**config.mk**
```make
export PLATFORM = sky130hd
export DESIGN_NAME = parking_gate_arbiter_flat
export DESIGN_NICKNAME = d
export VERILOG_FILES = /design/src/rtl/parking_gate_arbiter_if.sv /design/src/rtl/parking_gate_arbiter.sv /design/src/flat_wrapper.sv
export SDC_FILE = /design/constraint.sdc
export NUM_CORES = 1
export LEC_CHECK = 0
export BUFFER_PORTS_ARGS = -buffer_cell sky130_fd_sc_hd__buf_2
export CORE_MARGIN = 4
export CORE_UTILIZATION = 55
export CTS_BUF_LIST = sky130_fd_sc_hd__clkbuf_8
export DETAILED_ROUTE_END_ITERATION = 8
export PLACE_DENSITY = 0.78
export SLEW_MARGIN = 10
export SYNTH_ARGS = -nofsm -noshare
export SYNTH_HDL_FRONTEND = slang
export SYNTH_SLANG_ARGS = --single-unit
```
**constraint.sdc**
```tcl
create_clock -name clk -period 3.15 [get_ports clk]
set_input_delay 0.315 -clock clk [delete_from_list [all_inputs] [get_ports clk]]
set_output_delay 0.315 -clock clk [all_outputs]
set_load 0.03 [all_outputs]
```
**src/rtl/parking_gate_arbiter_if.sv**
```systemverilog
// Lane request / gate status bundle shared between the lot-side logic and the gate arbiter.
interface parking_gate_arbiter_if;
   logic [1:0] req;        // [1] entry lane, [0] exit lane, level requests
   logic [1:0] dtc;        // [1] entry completed, [0] exit completed, one-cycle pulses
   logic [2:0] cnt;        // current lot occupancy
   logic [1:0] gnt;        // one-hot lane grant, held through the open phase
   logic       gate_open;  // barrier open command
   logic       full;       // registered cnt >= CAPACITY
   logic       deny;       // one pulse per refused entry episode
   logic       timeout;    // open phase ended without a passage

   modport master (
      output req, dtc, cnt,
      input  gnt, gate_open, full, deny, timeout
   );

   modport slave (
      input  req, dtc, cnt,
      output gnt, gate_open, full, deny, timeout
   );
endinterface

```
**src/rtl/parking_gate_arbiter.sv**
```systemverilog
// Shares the single barrier gate between the entry and exit lanes: round-robin
// grant, entry refusal while the lot is full, open-phase timeout and close delay.
module parking_gate_arbiter #(
   parameter int unsigned CAPACITY     = 7,
   parameter int unsigned OPEN_MAX     = 20,
   parameter int unsigned CLOSE_CYCLES = 4
) (
   input  logic                  clk,
   input  logic                  rst,
   parking_gate_arbiter_if.slave bus
);

   localparam int unsigned   TMAX       = (OPEN_MAX > CLOSE_CYCLES) ? OPEN_MAX : CLOSE_CYCLES;
   localparam int unsigned   TW         = (TMAX > 1) ? $clog2(TMAX) : 1;
   localparam logic [TW-1:0] OPEN_LAST  = TW'(OPEN_MAX - 1);
   localparam logic [TW-1:0] CLOSE_LAST = TW'(CLOSE_CYCLES - 1);
   localparam logic [2:0]    CAP        = 3'(CAPACITY);

   // Lane encoding for the round-robin pointer.
   localparam logic LANE_ENTRY = 1'b0;
   localparam logic LANE_EXIT  = 1'b1;

   typedef enum logic [1:0] {
      IDLE,
      OPEN,
      CLOSE
   } state_t;

   state_t        state, state_next;
   logic          last, last_next;
   logic [TW-1:0] timer, timer_next;
   logic          deny_arm, deny_arm_next;
   logic [1:0]    gnt, gnt_next;
   logic          gate_open, gate_open_next;
   logic          full, full_next;
   logic          deny, deny_next;
   logic          timeout, timeout_next;

   logic          entry_ok;
   logic          exit_ok;
   logic          grant_exit;

   assign bus.gnt       = gnt;
   assign bus.gate_open = gate_open;
   assign bus.full      = full;
   assign bus.deny      = deny;
   assign bus.timeout   = timeout;

   // State and all registered outputs; reset drops the gate immediately.
   always_ff @(posedge clk) begin
      if (rst) begin
         state     <= IDLE;
         last      <= LANE_EXIT;
         timer     <= '0;
         deny_arm  <= 1'b1;
         gnt       <= '0;
         gate_open <= 1'b0;
         full      <= 1'b0;
         deny      <= 1'b0;
         timeout   <= 1'b0;
      end else begin
         state     <= state_next;
         last      <= last_next;
         timer     <= timer_next;
         deny_arm  <= deny_arm_next;
         gnt       <= gnt_next;
         gate_open <= gate_open_next;
         full      <= full_next;
         deny      <= deny_next;
         timeout   <= timeout_next;
      end
   end

   // Next-state, grant selection, deny episode tracking and timers.
   always_comb begin
      state_next     = state;
      last_next      = last;
      timer_next     = timer;
      gnt_next       = gnt;
      gate_open_next = gate_open;
      deny_next      = 1'b0;
      timeout_next   = 1'b0;
      full_next      = (bus.cnt >= CAP);
      entry_ok       = bus.req[1] & ~full;
      exit_ok        = bus.req[0] & (bus.cnt != 3'd0);
      grant_exit     = (entry_ok & exit_ok) ? ~last : exit_ok;

      // Re-arm once the refused episode ends (request dropped or lot no longer full).
      deny_arm_next  = deny_arm | ~(bus.req[1] & full);

      case (state)
         IDLE: begin
            if (bus.req[1] & full & deny_arm) begin
               deny_next     = 1'b1;
               deny_arm_next = 1'b0;
            end
            if (entry_ok | exit_ok) begin
               state_next     = OPEN;
               last_next      = grant_exit;
               gnt_next       = grant_exit ? 2'b01 : 2'b10;
               gate_open_next = 1'b1;
               timer_next     = '0;
            end
         end

         OPEN: begin
            timer_next = timer + 1'b1;
            if ((gnt & bus.dtc) != 2'b00) begin
               state_next     = CLOSE;
               gnt_next       = '0;
               gate_open_next = 1'b0;
               timer_next     = '0;
            end else if (timer == OPEN_LAST) begin
               state_next     = CLOSE;
               gnt_next       = '0;
               gate_open_next = 1'b0;
               timer_next     = '0;
               timeout_next   = 1'b1;
            end
         end

         CLOSE: begin
            timer_next = timer + 1'b1;
            if (timer == CLOSE_LAST) begin
               state_next = IDLE;
               timer_next = '0;
            end
         end

         default: begin
            state_next     = IDLE;
            gnt_next       = '0;
            gate_open_next = 1'b0;
            timer_next     = '0;
         end
      endcase
   end

endmodule
```
**src/flat_wrapper.sv**
```systemverilog
// flat-port wrapper written by rule: the top's interface ports become plain ports
module parking_gate_arbiter_flat 
#(
   parameter int unsigned CAPACITY     = 7,
   parameter int unsigned OPEN_MAX     = 20,
   parameter int unsigned CLOSE_CYCLES = 4
)
  (clk, rst, bus_req, bus_dtc, bus_cnt, bus_gnt, bus_gate_open, bus_full, bus_deny, bus_timeout);
  parking_gate_arbiter_if bus_i ();
  input  logic clk;
  input  logic rst;
  input wire logic [$bits(bus_i.req)-1:0] bus_req;
  input wire logic [$bits(bus_i.dtc)-1:0] bus_dtc;
  input wire logic [$bits(bus_i.cnt)-1:0] bus_cnt;
  output wire logic [$bits(bus_i.gnt)-1:0] bus_gnt;
  output wire logic [$bits(bus_i.gate_open)-1:0] bus_gate_open;
  output wire logic [$bits(bus_i.full)-1:0] bus_full;
  output wire logic [$bits(bus_i.deny)-1:0] bus_deny;
  output wire logic [$bits(bus_i.timeout)-1:0] bus_timeout;
  assign bus_i.req = bus_req;
  assign bus_i.dtc = bus_dtc;
  assign bus_i.cnt = bus_cnt;
  assign bus_gnt = bus_i.gnt;
  assign bus_gate_open = bus_i.gate_open;
  assign bus_full = bus_i.full;
  assign bus_deny = bus_i.deny;
  assign bus_timeout = bus_i.timeout;
  parking_gate_arbiter #(.CAPACITY(CAPACITY), .OPEN_MAX(OPEN_MAX), .CLOSE_CYCLES(CLOSE_CYCLES)) u_core (.clk(clk), .rst(rst), .bus(bus_i));
endmodule
```
Yosys cells after proc, flatten, opt, wreduce, memory -nomap -nowiden:

Index checks and enable logic that the tools add are counted.

* reduce and logical (&&, ||, !) cells: 8
* mux-type cells: 24
* bitwise operators: 14
* multiply operators: 0
* equal/unequal tests: 7
* divide/modulo/power cells: 0
* $add $sub $neg: 1
* $lt $le $gt $ge: 1
* shift operators: 0

Operators with widths (count)
* $mux W5: 4
* $mux W2: 8
* $pmux W5 S3: 1
* $pmux W2 S3: 2
* $mux W1: 8
* $not A1 Y1: 6
* $reduce_and A3 Y1: 2
* $add A5 B1 Y5 const B: 1
* $and A1 B1 Y1: 5
* $eq A5 B2 Y1 const B: 1
* $eq A5 B5 Y1 const B: 1
* $ne A2 B1 Y1 const B: 2
* $ge A3 B3 Y1 const B: 1
* $ne A3 B1 Y1 const B: 1
* $pmux W1 S3: 1
* $reduce_bool A3 Y1: 1
* $reduce_or A3 Y1: 1
* $and A2 B2 Y2: 1
* $eq A2 B1 Y1 const B: 1
* $eq A2 B2 Y1 const B: 1
* $logic_not A2 Y1: 1
* $or A1 B1 Y1: 2
* $reduce_and A2 Y1: 1
* $reduce_bool A2 Y1: 1
* $reduce_or A2 Y1: 1

* ROM bits: 0
* memories kept: 0
* bits in registers: 15
* output and inout bits: 6
* bits in latches: 0
* input port bits: 9
* RAM bits: 0

Longest topological paths before layout:

Gate-level depths: netlist (run 1).

* word-level depth: 7
* depth in mapped cells: 7
* mapped depth without buffers: 6

Least setup slack after synthesis (run 1):

No wires, ideal clock.

* path type: register to register
* from: reg u_core.timer[0]
* to: reg u_core.state[1]
* setup slack: 1339 ps
* required time: 3006 ps
* stages on the path, launching flop included: 6
* library setup time: 144 ps
* clock period less this slack: 1811 ps
* arrival time: 1667 ps
* path buffers: 0
* cells stage by stage: dfxtp_1 -> ha_1 -> or4b_4 -> a22o_4 -> o311ai_2 -> o41ai_2

* longest elaborated chain between the ends: 3

RTL lines
* start, declared: line parking_gate_arbiter.sv:31 `logic [TW-1:0] timer, timer_next;`
* start signal, assigned: line parking_gate_arbiter.sv:64 `timer <= timer_next;`
* $eq A5 B5 Y1 or $eq A5 B2 Y1 (tied branches): line parking_gate_arbiter.sv:113, parking_gate_arbiter.sv:124
* $ne A3 B1 Y1 (no line) or $ne A2 B1 Y1 (tied branches)
* $reduce_and A3 Y1 (no line) (*)
* end signal, assigned: line parking_gate_arbiter.sv:62 `state <= state_next;`
* end, declared: line parking_gate_arbiter.sv:29 `state_t state, state_next;`

Mark *: on every way between the ends. The rest lies on a longest branch, timed or not.
A chain may end at the register's enable or synchronous reset.

Final worst setup path (run 1):

* from: reg u_core.state[0]
* to: reg u_core.gnt[1], in the netlist u_core.bus.gnt[1]

* longest elaborated chain between the ends: 3

RTL lines
* $eq A2 B1 Y1 (tied with other cells): line parking_gate_arbiter.sv:91 `case (state)`
* $ne A3 B1 Y1 (no line) (tied with other cells)
* $reduce_and A3 Y1 (no line)
* end signal, assigned: line parking_gate_arbiter.sv:66 `gnt <= gnt_next;`
* end, declared: line parking_gate_arbiter.sv:33 `logic [1:0] gnt, gnt_next;`

Parallel ways exist; a longest one is shown, timed or not.

==> results of run 1 <==
[state kept, by name, summed over array words and instances (netlist names)]
register              count
u_core.bus.deny           1
u_core.bus.full           1
u_core.bus.gate_open      1
u_core.bus.gnt            2
u_core.bus.timeout        1
u_core.deny_arm           1
u_core.last               1
u_core.state              2
u_core.timer              5
[cell families (layout without fill, tap and decap cells)]
group | Yosys count | after routing | share of synthesized area, %
AOI/OAI and AO/OA | 31 | 31 | 31.7
adders and majority gates | 4 | 4 | 5.74
buffers and inverters | 11 | 24 | 7.32
DFF | 15 | 15 | 34.4
and+or+nand+nor | 31 | 31 | 20.8
[worst min path at each step]
stage | from | slack (ps) | endpoint | depth (start not counted)
4_1_cts | bus_req[1] | 330 | u_core.bus.deny$_SDFF_PP0_ | 3
3_5_place_dp | u_core.deny_arm$_SDFF_PP1_ | 440 | u_core.bus.deny$_SDFF_PP0_ | 2
6_report | bus_cnt[0] | 330 | u_core.bus.full$_SDFF_PP0_ | 2
3_3_place_gp | u_core.deny_arm$_SDFF_PP1_ | 440 | u_core.bus.deny$_SDFF_PP0_ | 2
2_1_floorplan | u_core.deny_arm$_SDFF_PP1_ | 420 | u_core.bus.deny$_SDFF_PP0_ | 2
5_1_grt | bus_req[1] | 340 | u_core.bus.deny$_SDFF_PP0_ | 3
[final cells by class]
class / instances / area (sq um) / share of cell area [%]
multi-input combinational: 66 / 508 / 52.6
sequential: 15 / 300 / 31.1
timing repair buffer: 14 / 70.1 / 7.25
clock buffer: 3 / 41.3 / 4.27
inverter: 6 / 22.5 / 2.33
tap: 16 / 20.0 / 2.07
clock inverter: 1 / 3.75 / 0.389
[synth_stat cells (2+ instances only)]
cell                        count  share of area [%]
sky130_fd_sc_hd__a21boi_0       3                2.6
sky130_fd_sc_hd__buf_6          3                3.9
sky130_fd_sc_hd__clkbuf_1       2               0.86
sky130_fd_sc_hd__dfxtp_1       15                 34
sky130_fd_sc_hd__ha_1           4                5.7
sky130_fd_sc_hd__inv_1          5                2.2
sky130_fd_sc_hd__nand2_1        8                3.4
sky130_fd_sc_hd__nand3_1        3                1.7
sky130_fd_sc_hd__nor2_1         3                1.3
sky130_fd_sc_hd__nor3_1         4                2.3
sky130_fd_sc_hd__nor3b_1        2                1.7
sky130_fd_sc_hd__o2111ai_1      4                4.0
sky130_fd_sc_hd__o211ai_1       2                1.7
sky130_fd_sc_hd__o21ai_0        3                1.7
sky130_fd_sc_hd__o311ai_0       2                2.0
sky130_fd_sc_hd__or3_1          3                2.2
[per-stage QoR]
| stage | instance area, sq um | cells |
|---|---|---|
| floorplan | 872 | 92 |
| global placement | 921 | 117 |
| detailed placement | 921 | 117 |
| CTS | 966 | 121 |
| global route | 966 | 121 |
| finish | 966 | 121 |
[layer usage]
layer  vias up  track usage, %  part of all wire (%)
li1        385               -                     -
met1       353            24.9                    49
met2        27            29.3                    43
met3         6            5.64                   6.4
met4         0            9.14                   1.9
met5         -               0                     0
[power groups by stage]
stage	logic, W	clock network (W)	registers, W
2_1_floorplan	0.000239	0	0.000272
3_3_place_gp	0.000307	0	0.000246
3_5_place_dp	0.000309	0	0.000247
4_1_cts	0.000312	0.000156	0.000243
5_1_grt	0.000348	0.000167	0.000249
6_report	0.000317	0.000153	0.000243
==> implementation parameters, run 1 <==
Parameter                              Value

Run status
  Run status    finished, final reports clean

Power and ir drop
  Fraction of power spent switching nets    between 40% and 50%
  Sequential cell fraction of total power    between 30% and 40%
  Leakage power of the design    just under 0.4 nW
  Total power draw    0.000713 W
  Combinational power share    about 44%
  Worst vdd rail ir drop    0.000408 V
  Total power per unit cell area    between 700 and 800 nW/um^2
  Internal power contribution    about 0.00042 W
  Share of total power in the clock network    21.4%
  Switching power summed over all nets    0.000291 W

Clock tree
  Clock-pin slew reported for the worst setup and hold paths after clock tree synthesis    60 ps
  CTS tree    done
  Root buffer cell    sky130_fd_sc_hd__clkbuf_8
  Hold-fix buffer count after cts    0
  Total of cells resized after clock tree synthesis    0
  Clk sink count    15
  Latest clock arrival within the worst-skew pair    250 ps
  Maximum clock insertion buffer count    2
  TritonCTS buffer count    3
  Post-CTS setup-driven buffer insertion count    0
  H-tree levels    1

Die
  Die Wd    between 40 and 50 um
  Area enclosed by the die boundary    between 2000 and 2500 sq um
  Core Rows    14
  Effective utilization at floorplan    between 50% and 60%
  Boundary Pins    15
  Die height    around 48 um
  Area of the core    1510 sq um

Setup path
  Crit-path leading delay family    simple AND/OR/NAND/NOR gates
  CP Capture Point    u_core.bus.gnt[1]$_SDFFE_PP0P_
  Setup crit end kind    register
  Max stage delay cell, worst path    sky130_fd_sc_hd__nor3_1
  Cell count of the worst reg-to-reg path    6
  Startpoint-to-endpoint class of the critical path    reg2reg
  Critical path's most frequent cell    sky130_fd_sc_hd__inv_1
  Worst reg2reg setup slack    between 1000 and 1500 ps
  Endpoint of the worst-slack reg-to-reg timing path    u_core.bus.gnt[1]$_SDFFE_PP0P_
  WP buf/inv    2
  Origin of the critical flop-to-flop path    u_core.state[0]$_SDFFE_PP0P_
  Chain of cells forming the critical path    inv_1, ha_1, inv_1, nor3_1, o311ai_0, o41ai_1
  Cell depth of the worst setup path    6
  Worst Setup Start Kind    register
  Largest fanout of any net on the critical path    8
  Critical Path Max Stage Delay    740 ps
  Data arrival time of the worst path    approximately 2200 ps
  Critical path launch point    u_core.state[0]$_SDFFE_PP0P_
  Data required time at the worst endpoint    around 3300 ps

Final layout
  Number of fill cells    131
  Number of antenna cells inserted    0
  Ratio of cells with drive above 1 in the final layout    23.8%
  Most frequent cells in the layout    sky130_fd_sc_hd__dfxtp_1, sky130_fd_sc_hd__buf_2, sky130_fd_sc_hd__nand2_1, sky130_fd_sc_hd__inv_1
  Most common cell after layout, fill and taps aside    sky130_fd_sc_hd__dfxtp_1
  Total Nets Final    119
  Layout overhead on the synthesized area    10.8%
  Fraction of the core area covered by cells at the end of the flow    64.1%

Yosys
  Number of distinct library cell variants in the gate-level netlist after synthesis    42
  Async set-reset flop share out of synthesis    0%
  Fraction of the yosys area taken by sequential cells    between 30 and 40%
  Register bit count reported by yosys    15
  Number of instances in the synthesized netlist    92
  Synthesized area    slightly below 900 sq um
  Number of warnings issued by yosys    0
  Prevailing post-synth register cell    sky130_fd_sc_hd__dfxtp_1
  Mean instance size in the synthesized netlist    between 9 and 10 sq um
  Number of nets produced by synthesis    roughly 110
  Number of synthesized flops with an enable pin    0

Timing
  Normalized max-slew margin    about two fifths
  Final hold slack    about 330 ps
  Post-route setup slack    approximately 1100 ps
  Slew of the pin with the lowest slew margin    884 ps
  Slew Viols, Final    0
  Crit path time final    between 2000 and 2500 ps
  Max Clk Rate    481 MHz
  Period utilisation layout    between 60 and 70%
  Setup_tns    0 ps
  Number of hold violations in the final report    0
  Final Setup Violations    0
  Setup skew after layout    2.72 ps
  Setup repair after global routing missed its margin    false

Global route
  First-pass GRT wire length    about 3.1 mm
  GRT overflow    0
  Vias in the first global route    roughly 730
  GR Util All Layers    approximately a fifth
  Antenna violations before repair    0
  Largest net degree at the start of global routing    14

Routing
  Average wire per cell in the routed design    15.1 um
  Final wirelength    between 1.5 and 2 mm
  Count of vias placed by the detailed router    a little under 800
  Number of optimization iterations in the first detailed-route pass    4
  DR vias/cell    around 6.4
  Antenna-violating nets left    0
  Total DRC errors in the routed layout    0
  Drt first-iter violations    24

Min path
  Type of the worst min-delay path    in2reg

Job
  Max Cap Violations    0

Placed design
  GPL Wtd Cong    ~0.81
  PortBufs    14
  Worst setup slack before clock tree synthesis    1160 ps
  Post-DP HPWL    roughly 1.3 mm
(Power assumes the default switching activity.)
==> run 2, diff against run 1 <==
Settings changed: CORE_UTILIZATION 55 to 51, PLACE_DENSITY 0.78 to 0.76.
Clock period 3.15 ns to 1.9 ns, I/O delays scaled along.
==> run 2 against run 1 <==
Net effect:
- flip-flop and latch count unchanged
- clock-buffer cell count unchanged
- register-to-register slack lost 1000 ps
- sequential share of layout area shrank 1.9 points
- first-iteration DRC count fell by 8.3%
- core utilization is 2.3 points higher
- design area grew 7.1%
- routed wire length increased by 9.2%
- critical path depth fell by 1
- cell count increased by 4.1%
==> implementation parameters, run 2 (synthesized netlist as in run 1, its figures left out) <==
Parameter                              Value

Final layout
  Flip-flop count of the largest register, all copies and words added    5 (unchanged)
  Total Nets Final    124 (was 119)
  Ratio of cells with drive above 1 in the final layout    31.8% (was 23.8%)
  Register with the most flip-flops    u_core.timer (unchanged)
  Registers with the highest flip-flop counts    u_core.timer (5), u_core.bus.gnt (2), u_core.state (2) (unchanged)
  Layout overhead on the synthesized area    18.7% (was 10.8%)
  Fraction of the core area covered by cells at the end of the flow    66.4% (was 64.1%)
  Number of antenna cells inserted    0 (unchanged)
  Post-Layout Cell Count    126 (was 121)
  Final Instance Area    1030 sq um (was 966 sq um)
  Most frequent cells in the layout    sky130_fd_sc_hd__buf_2, sky130_fd_sc_hd__dfxtp_1, sky130_fd_sc_hd__nand2_1, sky130_fd_sc_hd__inv_1, sky130_fd_sc_hd__buf_4 (was sky130_fd_sc_hd__dfxtp_1, sky130_fd_sc_hd__buf_2, sky130_fd_sc_hd__nand2_1, sky130_fd_sc_hd__inv_1)

Die
  Core Rows    14 (unchanged)
  Die Wd    49.4 um (was 47.8 um)
  Area of the core    1560 sq um (was 1510 sq um)
  Boundary Pins    15 (unchanged)
  Die height    49.4 um (was 47.8 um)
  Effective utilization at floorplan    55.9% (was 57.9%)
  Area enclosed by the die boundary    2440 sq um (was 2290 sq um)

Setup path
  Worst Setup Start Kind    register (unchanged)
  Data required time at the worst endpoint    2030 ps (was 3300 ps)
  Setup crit end kind    register (unchanged)
  Chain of cells forming the critical path    ha_2, or4b_4, a22o_4, o311ai_4, o41ai_2 (was inv_1, ha_1, inv_1, nor3_1, o311ai_0, o41ai_1)
  Data arrival time of the worst path    1970 ps (was 2230 ps)
  Largest fanout of any net on the critical path    8 (unchanged)
  Critical Path Max Stage Delay    460 ps (was 740 ps)
  Startpoint-to-endpoint class of the critical path    reg2reg (unchanged)
  Max stage delay cell, worst path    sky130_fd_sc_hd__or4b_4 (was sky130_fd_sc_hd__nor3_1)

Placed design
  PortBufs    14 (unchanged)
  Placed cell count    122 (was 117)
  GPL Wtd Cong    0.886 (was 0.805)
  Post-DP HPWL    1.42 mm (was 1.28 mm)
  Post-place instance area    958 sq um (was 921 sq um)

Routing
  Number of optimization iterations in the first detailed-route pass    4 (unchanged)
  Drt first-iter violations    22 (was 24)
  Total DRC errors in the routed layout    0 (unchanged)
  Final wirelength    2.00 mm (was 1.83 mm)
  Average wire per cell in the routed design    15.9 um (was 15.1 um)
  Count of vias placed by the detailed router    835 (was 771)
  DR vias/cell    6.63 (was 6.37)
  Antenna-violating nets left    0 (unchanged)

Global route
  First-pass GRT wire length    3.30 mm (was 3.06 mm)
  Largest net degree at the start of global routing    14 (unchanged)
  GR Util All Layers    18.2% (was 19.3%)
  Vias in the first global route    688 (was 725)
  Antenna violations before repair    0 (unchanged)
  GRT overflow    0 (unchanged)

Run status
  Run status    finished, final reports clean (unchanged)

Power and ir drop
  Leakage power of the design    0.412 nW (was 0.384 nW)
  Worst vdd rail ir drop    0.000866 V (was 0.000408 V)
  Total power per unit cell area    1250 nW/um^2 (was 739 nW/um^2)

Clock tree
  Latest clock arrival within the worst-skew pair    250 ps (about the same)
  Maximum clock insertion buffer count    2 (unchanged)
  Clock-pin slew reported for the worst setup and hold paths after clock tree synthesis    60 ps (about the same)
  CTS tree    done (unchanged)
  Clk sink count    15 (unchanged)
  Post-CTS setup-driven buffer insertion count    0 (unchanged)
  Root buffer cell    sky130_fd_sc_hd__clkbuf_8 (unchanged)
  TritonCTS buffer count    3 (unchanged)
  H-tree levels    1 (unchanged)

Timing
  Slew Viols, Final    0 (unchanged)
  Crit path time final    1840 ps (was 2080 ps)
  Final Setup Violations    0 (unchanged)
  Setup skew after layout    2.39 ps (was 2.72 ps)
  Period utilisation layout    97.0% (was 66.0%)
  Normalized max-slew margin    66.7% (was 40.6%)
  Slew of the pin with the lowest slew margin    496 ps (was 884 ps)
  Number of hold violations in the final report    0 (unchanged)
  Setup_tns    0 ps (unchanged)
  Max Clk Rate    543 MHz (was 481 MHz)

Job
  Max Cap Violations    0 (unchanged)

Min path
  Type of the worst min-delay path    in2reg (unchanged)
-- run 2: cell count changes in the layout (fill, tap and decap cells not counted), sizes merged --
cell	delta
buf	+5
-- run 2: through the flow --
stage | hold WS (ps) | total power [W] | setup WS, ps
finish | 211 | 0.00129 | 57.9
global placement | 429 | 0.000968 | 137
floorplan | 334 | 0.000846 | 88.7
CTS | 202 | 0.00125 | 57.3
global route | 213 | 0.00138 | -21.8
detailed placement | 449 | 0.000982 | 91.4
-- run 2: critical path: cells and delay by family (launching register included) --
family | cells | cell delay, ps
DFF | 1 | 370
AOI/OAI and AO/OA | 3 | 670
adders and majority gates | 1 | 210
and+or+nand+nor | 1 | 460
-- run 2: area by class of cell --
type / count / area, sq um
Multi-Input combinational cell: 66 / 538
Sequential cell: 15 / 302
Fill cell: 134 / 524
Clock inverter: 1 / 3.75
Tap cell: 16 / 20.0
Clock buffer: 3 / 41.3
Inverter: 6 / 22.5
Timing Repair Buffer: 19 / 108
-- run 2: path summary, 6_finish.rpt --
check / startpoint / slack, ps / depth (start not counted) / endpoint
worst max-delay path: u_core.timer[0]$_SDFFE_PP0P_ / 60 / 5 / u_core.state[1]$_SDFFE_PP0P_
worst min-delay path: bus_cnt[0] / 210 / 2 / u_core.bus.full$_SDFF_PP0_
worst max register to register: u_core.timer[0]$_SDFFE_PP0P_ / 60 / 5 / u_core.state[1]$_SDFFE_PP0P_
worst min register to register: u_core.bus.gate_open$_SDFFE_PP0P_ / 450 / 2 / u_core.bus.gate_open$_SDFFE_PP0P_
-- run 2: layer usage --
metal | GRT usage (%) | vias to the layer above | wire (um)
met3 | 5.20 | 7 | 134
met2 | 24.6 | 35 | 853
met5 | 0 | - | 0
met4 | 12.8 | 0 | 64
met1 | 24.4 | 397 | 946
li1 | - | 396 | -
-- run 2: timing repair --
item,in CTS,in global routing
resized for setup,0,7
setup endpoints to repair,0,3
hold buffers,0,0
-- run 2: report_power, final --
group          internal, W  switching [W]
combinational     0.000242       0.000379
sequential        0.000370      0.0000388
clock             0.000143       0.000118
total             0.000756       0.000536
